### src/rtl/sync_fifo_buffer.sv
// sync_fifo_buffer
// Single-clock circular-buffer FIFO with a registered read port, occupancy
// decodes and sticky protocol-error bits. The storage array has no reset and
// is written from its own clocked process so it can map onto block RAM.
module sync_fifo_buffer #(
   parameter int WIDTH           = 8,
   parameter int DEPTH           = 8,    // power of two, >= 2
   parameter int AF_LEVEL        = 6,
   parameter int AE_LEVEL        = 2,
   // Enables the push-when-full / pop-when-empty protocol assertions.
   // The occupancy-range assertion is always active.
   parameter bit PROTOCOL_ASSERT = 1'b1
) (
   input  logic                   clk,
   input  logic                   reset,
   input  logic                   push,
   input  logic                   pop,
   input  logic [WIDTH-1:0]       data_in,
   output logic [WIDTH-1:0]       data_out,
   output logic                   data_valid,
   output logic                   full,
   output logic                   empty,
   output logic                   almost_full,
   output logic                   almost_empty,
   output logic [$clog2(DEPTH):0] fifo_count,
   output logic                   overflow,
   output logic                   underflow
);

   localparam int AW = $clog2(DEPTH);
   localparam int CW = AW + 1;

   localparam logic [AW-1:0] PTR_ONE   = AW'(1);
   localparam logic [CW-1:0] CNT_ZERO  = '0;
   localparam logic [CW-1:0] CNT_ONE   = CW'(1);
   localparam logic [CW-1:0] CNT_DEPTH = CW'(DEPTH);
   localparam logic [CW-1:0] CNT_AF    = CW'(AF_LEVEL);
   localparam logic [CW-1:0] CNT_AE    = CW'(AE_LEVEL);

   logic [WIDTH-1:0] mem [DEPTH];

   logic [AW-1:0]    wr_ptr_reg;
   logic [AW-1:0]    rd_ptr_reg;
   logic [CW-1:0]    fifo_count_reg;
   logic [CW-1:0]    count_next;
   logic [WIDTH-1:0] data_out_reg;
   logic             data_valid_reg;
   logic             overflow_reg;
   logic             underflow_reg;
   logic             push_ok;
   logic             pop_ok;

   // Status flags are pure decodes of the registered occupancy.
   assign full         = (fifo_count_reg == CNT_DEPTH);
   assign empty        = (fifo_count_reg == CNT_ZERO);
   assign almost_full  = (fifo_count_reg >= CNT_AF);
   assign almost_empty = (fifo_count_reg <= CNT_AE);

   assign fifo_count = fifo_count_reg;
   assign data_out   = data_out_reg;
   assign data_valid = data_valid_reg;
   assign overflow   = overflow_reg;
   assign underflow  = underflow_reg;

   // Accept decisions and next occupancy. A push into a full FIFO is allowed
   // when a pop frees the slot in the same cycle.
   always_comb begin
      push_ok    = push && (!full || pop);
      pop_ok     = pop && !empty;
      count_next = fifo_count_reg;
      case ({push_ok, pop_ok})
         2'b10:   count_next = fifo_count_reg + CNT_ONE;
         2'b01:   count_next = fifo_count_reg - CNT_ONE;
         default: count_next = fifo_count_reg;
      endcase
   end

   // Storage write port; contents survive reset, writes are blocked while it is held.
   always_ff @(posedge clk) begin
      if (push_ok && !reset) begin
         mem[wr_ptr_reg] <= data_in;
      end
   end

   // Pointers, occupancy, registered read word, sticky errors and protocol checks.
   always_ff @(posedge clk or posedge reset) begin
      if (reset) begin
         wr_ptr_reg     <= '0;
         rd_ptr_reg     <= '0;
         fifo_count_reg <= '0;
         data_out_reg   <= '0;
         data_valid_reg <= 1'b0;
         overflow_reg   <= 1'b0;
         underflow_reg  <= 1'b0;
      end else begin
         fifo_count_reg <= count_next;
         data_valid_reg <= pop_ok;
         if (push_ok) begin
            wr_ptr_reg <= wr_ptr_reg + PTR_ONE;
         end
         // Read-before-write: on a full push+pop at the same slot the old word is returned.
         if (pop_ok) begin
            data_out_reg <= mem[rd_ptr_reg];
            rd_ptr_reg   <= rd_ptr_reg + PTR_ONE;
         end
         if (push && !push_ok) begin
            overflow_reg <= 1'b1;
         end
         if (pop && !pop_ok) begin
            underflow_reg <= 1'b1;
         end

         if (PROTOCOL_ASSERT && push) begin
            a_push_full: assert (!full || pop)
               else $error("%m: push when full at time %0t", $time);
         end
         if (PROTOCOL_ASSERT && pop) begin
            a_pop_empty: assert (!empty)
               else $error("%m: pop when empty at time %0t", $time);
         end
         a_count_range: assert (fifo_count_reg <= CNT_DEPTH)
            else $error("%m: fifo_count out of range at time %0t", $time);
         c_push_pop: cover (push_ok && pop_ok);
      end
   end

endmodule

### config.mk
export PLATFORM = sky130hd
export DESIGN_NAME = sync_fifo_buffer
export DESIGN_NICKNAME = d
export VERILOG_FILES = /design/src/rtl/sync_fifo_buffer.sv
export SDC_FILE = /design/constraint.sdc
export NUM_CORES = 1
export LEC_CHECK = 0
export ABC_CLOCK_PERIOD_IN_PS = 6020
export BUFFER_PORTS_ARGS = -buffer_cell sky130_fd_sc_hd__buf_2
export CORE_ASPECT_RATIO = 0.8
export CORE_UTILIZATION = 35
export DETAILED_ROUTE_END_ITERATION = 8
export GPL_TIMING_DRIVEN = 0
export PLACE_DENSITY = 0.61
export SYNTH_ARGS = -nofsm -noshare
export SYNTH_HDL_FRONTEND = slang
export SYNTH_SLANG_ARGS = --single-unit
### constraint.sdc
create_clock -name clk -period 6.02 [get_ports clk]
set_input_delay 0.602 -clock clk [delete_from_list [all_inputs] [get_ports clk]]
set_output_delay 0.602 -clock clk [all_outputs]
set_load 0.02 [all_outputs]
==> results of run 1 <==
## final cells by class
cell class,instances,area (sq um),area share [%]
Inverter,9,35.0,0.832
Sequential cell,85,2450,58.1
Buffer,9,67.6,1.60
Clock buffer,11,243,5.77
Timing Repair Buffer,32,165,3.92
Tap cell,136,170,4.04
Multi-Input combinational cell,127,975,23.2
Clock inverter,5,108,2.56
## metrics by stage
stage | setup WS (ns) | cell area, sq um | util [%]
after floorplan | 3.37 | 3510 | -
after global placement | 2.88 | 3830 | 39.6
after detailed placement | 3.24 | 3860 | 39.8
after CTS | 3.40 | 4210 | 43.5
after global routing | 3.23 | 4210 | 43.5
final | 3.40 | 4210 | 43.5
## worst paths after layout
path,start,endpoint,depth (start not counted)
max,fifo_count[0]$_DFFE_PP0P_,fifo_count[3]$_DFFE_PP0P_,9
min,overflow$_DFFE_PP0P_,overflow$_DFFE_PP0P_,1
max reg2reg,fifo_count[0]$_DFFE_PP0P_,fifo_count[3]$_DFFE_PP0P_,9
min reg2reg,overflow$_DFFE_PP0P_,overflow$_DFFE_PP0P_,1
max in group asynchronous,reset,data_out[7]$_DFFE_PP0P_,2
min in group asynchronous,reset,wr_ptr_reg[2]$_DFFE_PP0P_,2
## cells in the final DEF, fill, tap and decap left out, drive strengths merged
master,netlist,routed
o21ai,10,10
xor2,1,1
a221o,8,8
o211ai,2,2
edfxtp,64,64
bufinv,0,3
nand3,1,1
ha,5,5
nand2b,3,3
clkinv,1,3
nor3,1,1
a211oi,1,1
xnor2,4,4
nand2,24,24
mux2,16,16
buf,8,40
o21a,1,1
dfrtp,21,21
mux2i,17,17
a21o,3,3
inv,8,8
a21oi,1,1
clkbuf,1,12
or3,2,2
nor2b,1,1
or4b,1,1
fa,1,1
nor2,11,11
nor4,4,4
nand4b,1,1
o22ai,8,8
## layer usage
metal	track usage, %	up-vias
met3	4.81	7
met2	23.0	54
met1	19.2	993
met5	0	-
li1	-	952
met4	4.65	0
## kinds of logic (layout without fill, tap and decap cells)
group | Yosys count | in the layout
DFF | 85 | 85
and+or+nand+nor | 49 | 49
AOI/OAI and AO/OA | 34 | 34
muxes | 33 | 33
buffers and inverters | 18 | 66
adders and majority gates | 6 | 6
xor gates and xnor gates | 5 | 5
## report_power, final
group	switching [W]	internal (W)	total, W	leakage [nW]
Sequential	0.0000797	0.000732	0.000812	0.826
Clock	0.000219	0.000418	0.000637	0.170
Combinational	0.000390	0.000286	0.000676	0.607
Total	0.000689	0.00144	0.00212	1.60
## worst register-to-register path, delay by kind of cell (launching register included)
family,cells,cell delay [ns]
AOI/OAI and AO/OA,4,0.67
adders and majority gates,2,0.55
buffers and inverters,1,0.07
DFF,1,0.47
and+or+nand+nor,2,0.72
==> results.yml, run 1 <==
sta:
  setup_violations: 0
  max_freq_mhz: 381
  clock_skew_ns: 0.00627
  setup_tns_ns: 0
  hold_viol_final: 0
  finalCritPeriodShare_pct: 43.6
  whs_ns: 0.451
  tightest_slew_ns: 0.945
  max_slew_margin_pct: 36.8
  grt_setup_unrepaired: "no"
  period_needed_ns: 2.62
  finalMaxSlewViolations: 0
yosys:
  yosys_warnings: 0
  async_flop_share_pct: 24.7
  post-synth-top-area-cell: "edfxtp_1"
  synth_fp_nets: 248
  synth_fa_ha_area_share_pct: 2.35
  synth_edf_count: 64
  synth_top_family_by_area: "multiplexers"
  synthXorXnorAreaFrac_pct: 1.25
  yosysSeqAreaShare_pct: 69.7
  yosysTopAreaCellShare_pct: 54.7
  ys_types: 37
  synth_common_cells: "64 x edfxtp_1, 22 x nand2_1, 21 x dfrtp_1, 17 x mux2i_1, 16 x mux2_2"
  synth_simple_gate_area_share_pct: 6.84
  synthCells: 230
  synth_area_leaders: "edfxtp_1 55%, dfrtp_1 15%, mux2_2 5.1%"
  yosysMostFrequentCell: "edfxtp_1"
  synth-main-ff-cell: "edfxtp_1"
  avgSynthCellArea_sq_um: 15.3
  synthMuxAreaShare_pct: 9.98
  synthesis.area_sq_um: 3510
  synth-compound-area-share_pct: 6.98
  synth_seq_cells: 85
die:
  initial_core_util_pct: 36.2
  dieArea_sq_um: 10400
  placementRows: 32
  die_w_um: 114
  ios: 31
  die_h_um: 91.6
  core-area_sq_um: 9690
status:
  outcome: "finished, final reports clean"
power_and_ir_drop:
  powerDensity_nw_per_um2: 505
  power.total_w: 0.00212
  leakagePower_nw: 1.60
  ir_drop_mv: 0.167
placed_design:
  dp_hpwl_um: 4520
  gp_congestion: 0.722
  portBuffers: 30
  place_inst: 398
clocking:
  cts_root_buf: "clkbuf_16"
  tritoncts: "built"
  clk_pin_slew_ns: 0.06
  cts_buffer_depth: 2
  clock-sinks: 85
  cts_hold_buffers: 0
  insertion_delay_ns: 0.34
  ctsResizeCount: 0
  cts_buffers: 9
  h-tree-depth: 3
  cts_setup_buffers: 0
hold_path:
  holdCritPathClass: "reg -> reg"
routing:
  drt-wirelength-per-cell_um: 16.9
  wl_met3_um: 455
  dr.first_iter.drc_count: 119
  drtPass1Iterations: 4
  vias: 2006
  topRoutingLayerUsed: "met4"
  route.detailed.drc: 0
  route.met2.wl_um: 3290
  via_per_inst: 4.85
  antenna_left: 0
  met1_length_um: 3180
  routed_wl_um: 6980
critical_path:
  endpoint_kind: "register"
  cp_top_family: "simple AND/OR/NAND/NOR gates"
  ff2ff_setup_slack_ns: 3.40
  path_cells: "or4b_4, o21a_4, clkinv_2, ha_1, ha_1, a21oi_1, o211ai_1, nand4b_1, o211ai_1"
  crit_path_max_incr_delay_ns: 0.60
  critPathLaunchType: "register"
  critPathBufInv: 1
  slowest_stage: "or4b_4"
  crit_arrival_ns: 2.83
  worstSetupPathType: "reg -> reg"
  required_ns: 6.23
  path_max_fanout: 7
grt:
  grt_pass1_wl_um: 11000
  grt_max_degree: 23
  grt_pass1_vias: 1990
  grt_usage_pct: 14.7
  gr-total-overflow: 0
  antenna_found_initial: 0
cells_and_area:
  diodes: 0
  drive_above_1_share_pct: 28.4
  stdcell_count: 414
  nets: 291
  syn_to_final_growth_pct: 19.9
  largest_register_ffs: 64
  nFillCells: 899
flow_run:
  drv_cap: 0
Note: power is estimated with default switching activity, not from simulation.
==> inputs of run 2 (changes only) <==
--- a/config.mk
+++ b/config.mk
@@ -5,13 +5,14 @@
 export SDC_FILE = /design/constraint.sdc
 export NUM_CORES = 1
 export LEC_CHECK = 0
-export ABC_CLOCK_PERIOD_IN_PS = 6020
+export ABC_AREA = 1
+export ABC_CLOCK_PERIOD_IN_PS = 2300
 export BUFFER_PORTS_ARGS = -buffer_cell sky130_fd_sc_hd__buf_2
 export CORE_ASPECT_RATIO = 0.8
 export CORE_UTILIZATION = 35
 export DETAILED_ROUTE_END_ITERATION = 8
 export GPL_TIMING_DRIVEN = 0
-export PLACE_DENSITY = 0.61
+export PLACE_DENSITY = 0.62
 export SYNTH_ARGS = -nofsm -noshare
 export SYNTH_HDL_FRONTEND = slang
 export SYNTH_SLANG_ARGS = --single-unit
==> constraint.sdc (replaced) <==
create_clock -name clk -period 2.3 [get_ports clk]
set_input_delay 0.23 -clock clk [delete_from_list [all_inputs] [get_ports clk]]
set_output_delay 0.23 -clock clk [all_outputs]
set_load 0.02 [all_outputs]
==> results.yml, run 2 <==
critical_path:
  cp_top_family: "simple AND/OR/NAND/NOR gates"
  crit_arrival_ns: 2.44
  slowest_stage: "dfrtp_2"
  worstSetupPathType: "reg -> reg"
  ff2ff_setup_slack_ns: 0.14
  r2r_start: "fifo_count[1]$_DFFE_PP0P_"
  endpoint_kind: "register"
  critPathLaunchType: "register"
  crit_top_cell: "nand2_1"
  reg2reg_to: "fifo_count[3]$_DFFE_PP0P_"
  r2r_cells: 13
  path_max_fanout: 11
  path_cells: "nor2_4, nand2_2, nand2_4, inv_6, buf_12, ha_1, ha_1, or2_2, nand2_1, nand3_1, nand2_1, nand2_1, nand2_1"
  crit_path_max_incr_delay_ns: 0.46
  critPathBufInv: 2
  required_ns: 2.58
cells_and_area:
  final_common_cell: "nand2_1"
  nets: 440
  syn_to_final_growth_pct: 18.7
  largest_register_ffs: 64
  drive_above_1_share_pct: 24.4
  final_util_pct: 43.7
  diodes: 0
  stdcell_area_sq_um: 4560
  layout_common_cells: "107 x nand2_1, 64 x edfxtp_1, 63 x inv_1"
clocking:
  clk_pin_slew_ns: 0.06
  clock-sinks: 85
  insertion_delay_ns: 0.34
  cts_buffers: 9
  cts_buffer_depth: 2
  tritoncts: "built"
  cts_root_buf: "clkbuf_16"
  cts_hold_buffers: 0
  h-tree-depth: 3
routing:
  dr.first_iter.drc_count: 133
  drtPass1Iterations: 4
  via_per_inst: 4.65
  drt-wirelength-per-cell_um: 14.9
  route.detailed.drc: 0
  vias: 2636
  antenna_left: 0
  routed_wl_um: 8470
sta:
  finalMaxSlewViolations: 0
  setup_tns_ns: 0
  max_slew_margin_pct: 39.7
  whs_ns: 0.0751
  max_freq_mhz: 462
  tightest_slew_ns: 0.903
  period_needed_ns: 2.16
  finalCritPeriodShare_pct: 94.1
  hold_viol_final: 0
  setup_violations: 0
  clock_skew_ns: 0.00672
yosys:
  yosysSeqAreaShare_pct: 63.7
  avgSynthCellArea_sq_um: 10.4
  post-synth-top-area-cell: "edfxtp_1"
  synth_edf_count: 64
  synthMuxAreaShare_pct: 0
  synthesis.area_sq_um: 3840
  yosys_warnings: 0
  async_flop_share_pct: 24.7
  synth_top_family_by_area: "simple AND/OR/NAND/NOR gates"
  synth_common_cells: "107 x nand2_1, 64 x edfxtp_1, 63 x inv_1, 47 x nand3_1, 21 x dfrtp_1"
  synth_area_leaders: "edfxtp_1 50%, dfrtp_1 14%, nand2_1 10%"
  synth-compound-area-share_pct: 1.40
  synthCells: 371
  synth_fp_nets: 389
  yosysMostFrequentCell: "nand2_1"
  synth-main-ff-cell: "edfxtp_1"
  synth_fa_ha_area_share_pct: 2.15
  synth_seq_cells: 85
  synthXorXnorAreaFrac_pct: 0.911
  ys_types: 28
  yosysTopAreaCellShare_pct: 50.0
  synth_simple_gate_area_share_pct: 23.0
die:
  placementRows: 33
  dieArea_sq_um: 11400
  die_w_um: 119
  core-area_sq_um: 10400
  die_h_um: 95.7
  initial_core_util_pct: 36.8
  ios: 31
grt:
  busiest_layer: "met2"
  met3_usage_pct: 4.03
  grt_usage_pct: 16.1
  gr-total-overflow: 0
  grtUsageMet1_pct: 21.9
  gr-usage-met2_pct: 24.8
  antenna_found_initial: 0
  grt_pass1_wl_um: 13300
  grt_pass1_vias: 2545
  grt_max_degree: 26
power_and_ir_drop:
  combPwrFrac_pct: 39.1
  intPower_w: 0.00357
  powerDensity_nw_per_um2: 1270
  switching_share_pct: 38.4
  ir_drop_mv: 0.438
  p_sw_w: 0.00223
  p_clk_share_pct: 25.1
  leakagePower_nw: 2.07
  p_seq_share_pct: 35.8
placed_design:
  placed_area_sq_um: 4170
  portBuffers: 30
  dp_hpwl_um: 5500
  gp_congestion: 0.819
flow_run:
  drv_cap: 0
status:
  outcome: "finished, final reports clean"
hold_path:
  holdCritPathClass: "in -> async"
==> run 2: changes by cell type after synthesis, moves of 16 or more <==
| cell | previous run | this run |
|---|---|---|
| inv_1 | 7 | 63 |
| mux2i_1 | 17 | 0 |
| mux2_2 | 16 | 0 |
| nand2_1 | 22 | 107 |
| nand3_1 | 1 | 47 |
==> run 2: logic make-up after synthesis <==
group           Yosys count
simple gates            188
compound gates            9
buf+inv                  79
fa+ha+maj                 6
flops                    85
xor+xnor                  4
==> run 2: cell type report <==
| type | count | area, sq um |
|---|---|---|
| fillers | 1002 | 5880 |
| flip-flops and latches | 85 | 2450 |
| inverters | 67 | 256 |
| clock inverters | 7 | 75.1 |
| plain buffers | 12 | 85.1 |
| clock buffers | 9 | 225 |
| well taps | 140 | 175 |
| repair buffers | 40 | 225 |
| multi-input cells | 207 | 1070 |
==> run 2: metrics by stage <==
step / total power (W) / setup slack, ns / std cells
after global routing: 0.00618 / -0.00212 / 567
after CTS: 0.00568 / 0.0154 / 557
after global placement: 0.00416 / -0.147 / 541
after floorplan: 0.00359 / 0.124 / 371
final: 0.00580 / 0.136 / 567
after detailed placement: 0.00422 / -0.155 / 541
==> run 2: metal layers <==
| layer | part of all wire (%) | vias to the layer above |
|---|---|---|
| met2 | 43 | 85 |
| met3 | 6.3 | 19 |
| li1 | - | 1291 |
| met4 | 2.7 | 0 |
| met1 | 48 | 1241 |
| met5 | 0 | - |
==> run 2: how the worst max path moves through the flow <==
| stage | start | endpoint | slack, ns | depth (start not counted) |
|---|---|---|---|---|
| global route | fifo_count[1]$_DFFE_PP0P_ | fifo_count[3]$_DFFE_PP0P_ | -0.002 | 13 |
| finish | fifo_count[1]$_DFFE_PP0P_ | fifo_count[3]$_DFFE_PP0P_ | 0.14 | 13 |
| CTS | fifo_count[0]$_DFFE_PP0P_ | fifo_count[3]$_DFFE_PP0P_ | 0.02 | 13 |
| floorplan | fifo_count[0]$_DFFE_PP0P_ | fifo_count[3]$_DFFE_PP0P_ | 0.12 | 12 |
| detailed placement | reset | mem[7][5]$_DFFE_PP_ | -0.15 | 4 |
| global placement | reset | mem[7][5]$_DFFE_PP_ | -0.15 | 4 |
==> run 2: repair_timing <==
item | 4_1_cts | 5_1_grt
setup endpoints to repair | 0 | 1
gates resized for setup | 0 | 7
setup buffers | 0 | 10
==> run 2: power by group through the flow <==
stage / registers [W] / logic [W] / clock network, W
2_1_floorplan: 0.00223 / 0.00136 / 0
3_3_place_gp: 0.00209 / 0.00207 / 0
3_5_place_dp: 0.00210 / 0.00211 / 0
4_1_cts: 0.00207 / 0.00212 / 0.00148
5_1_grt: 0.00211 / 0.00253 / 0.00154
6_report: 0.00208 / 0.00226 / 0.00146
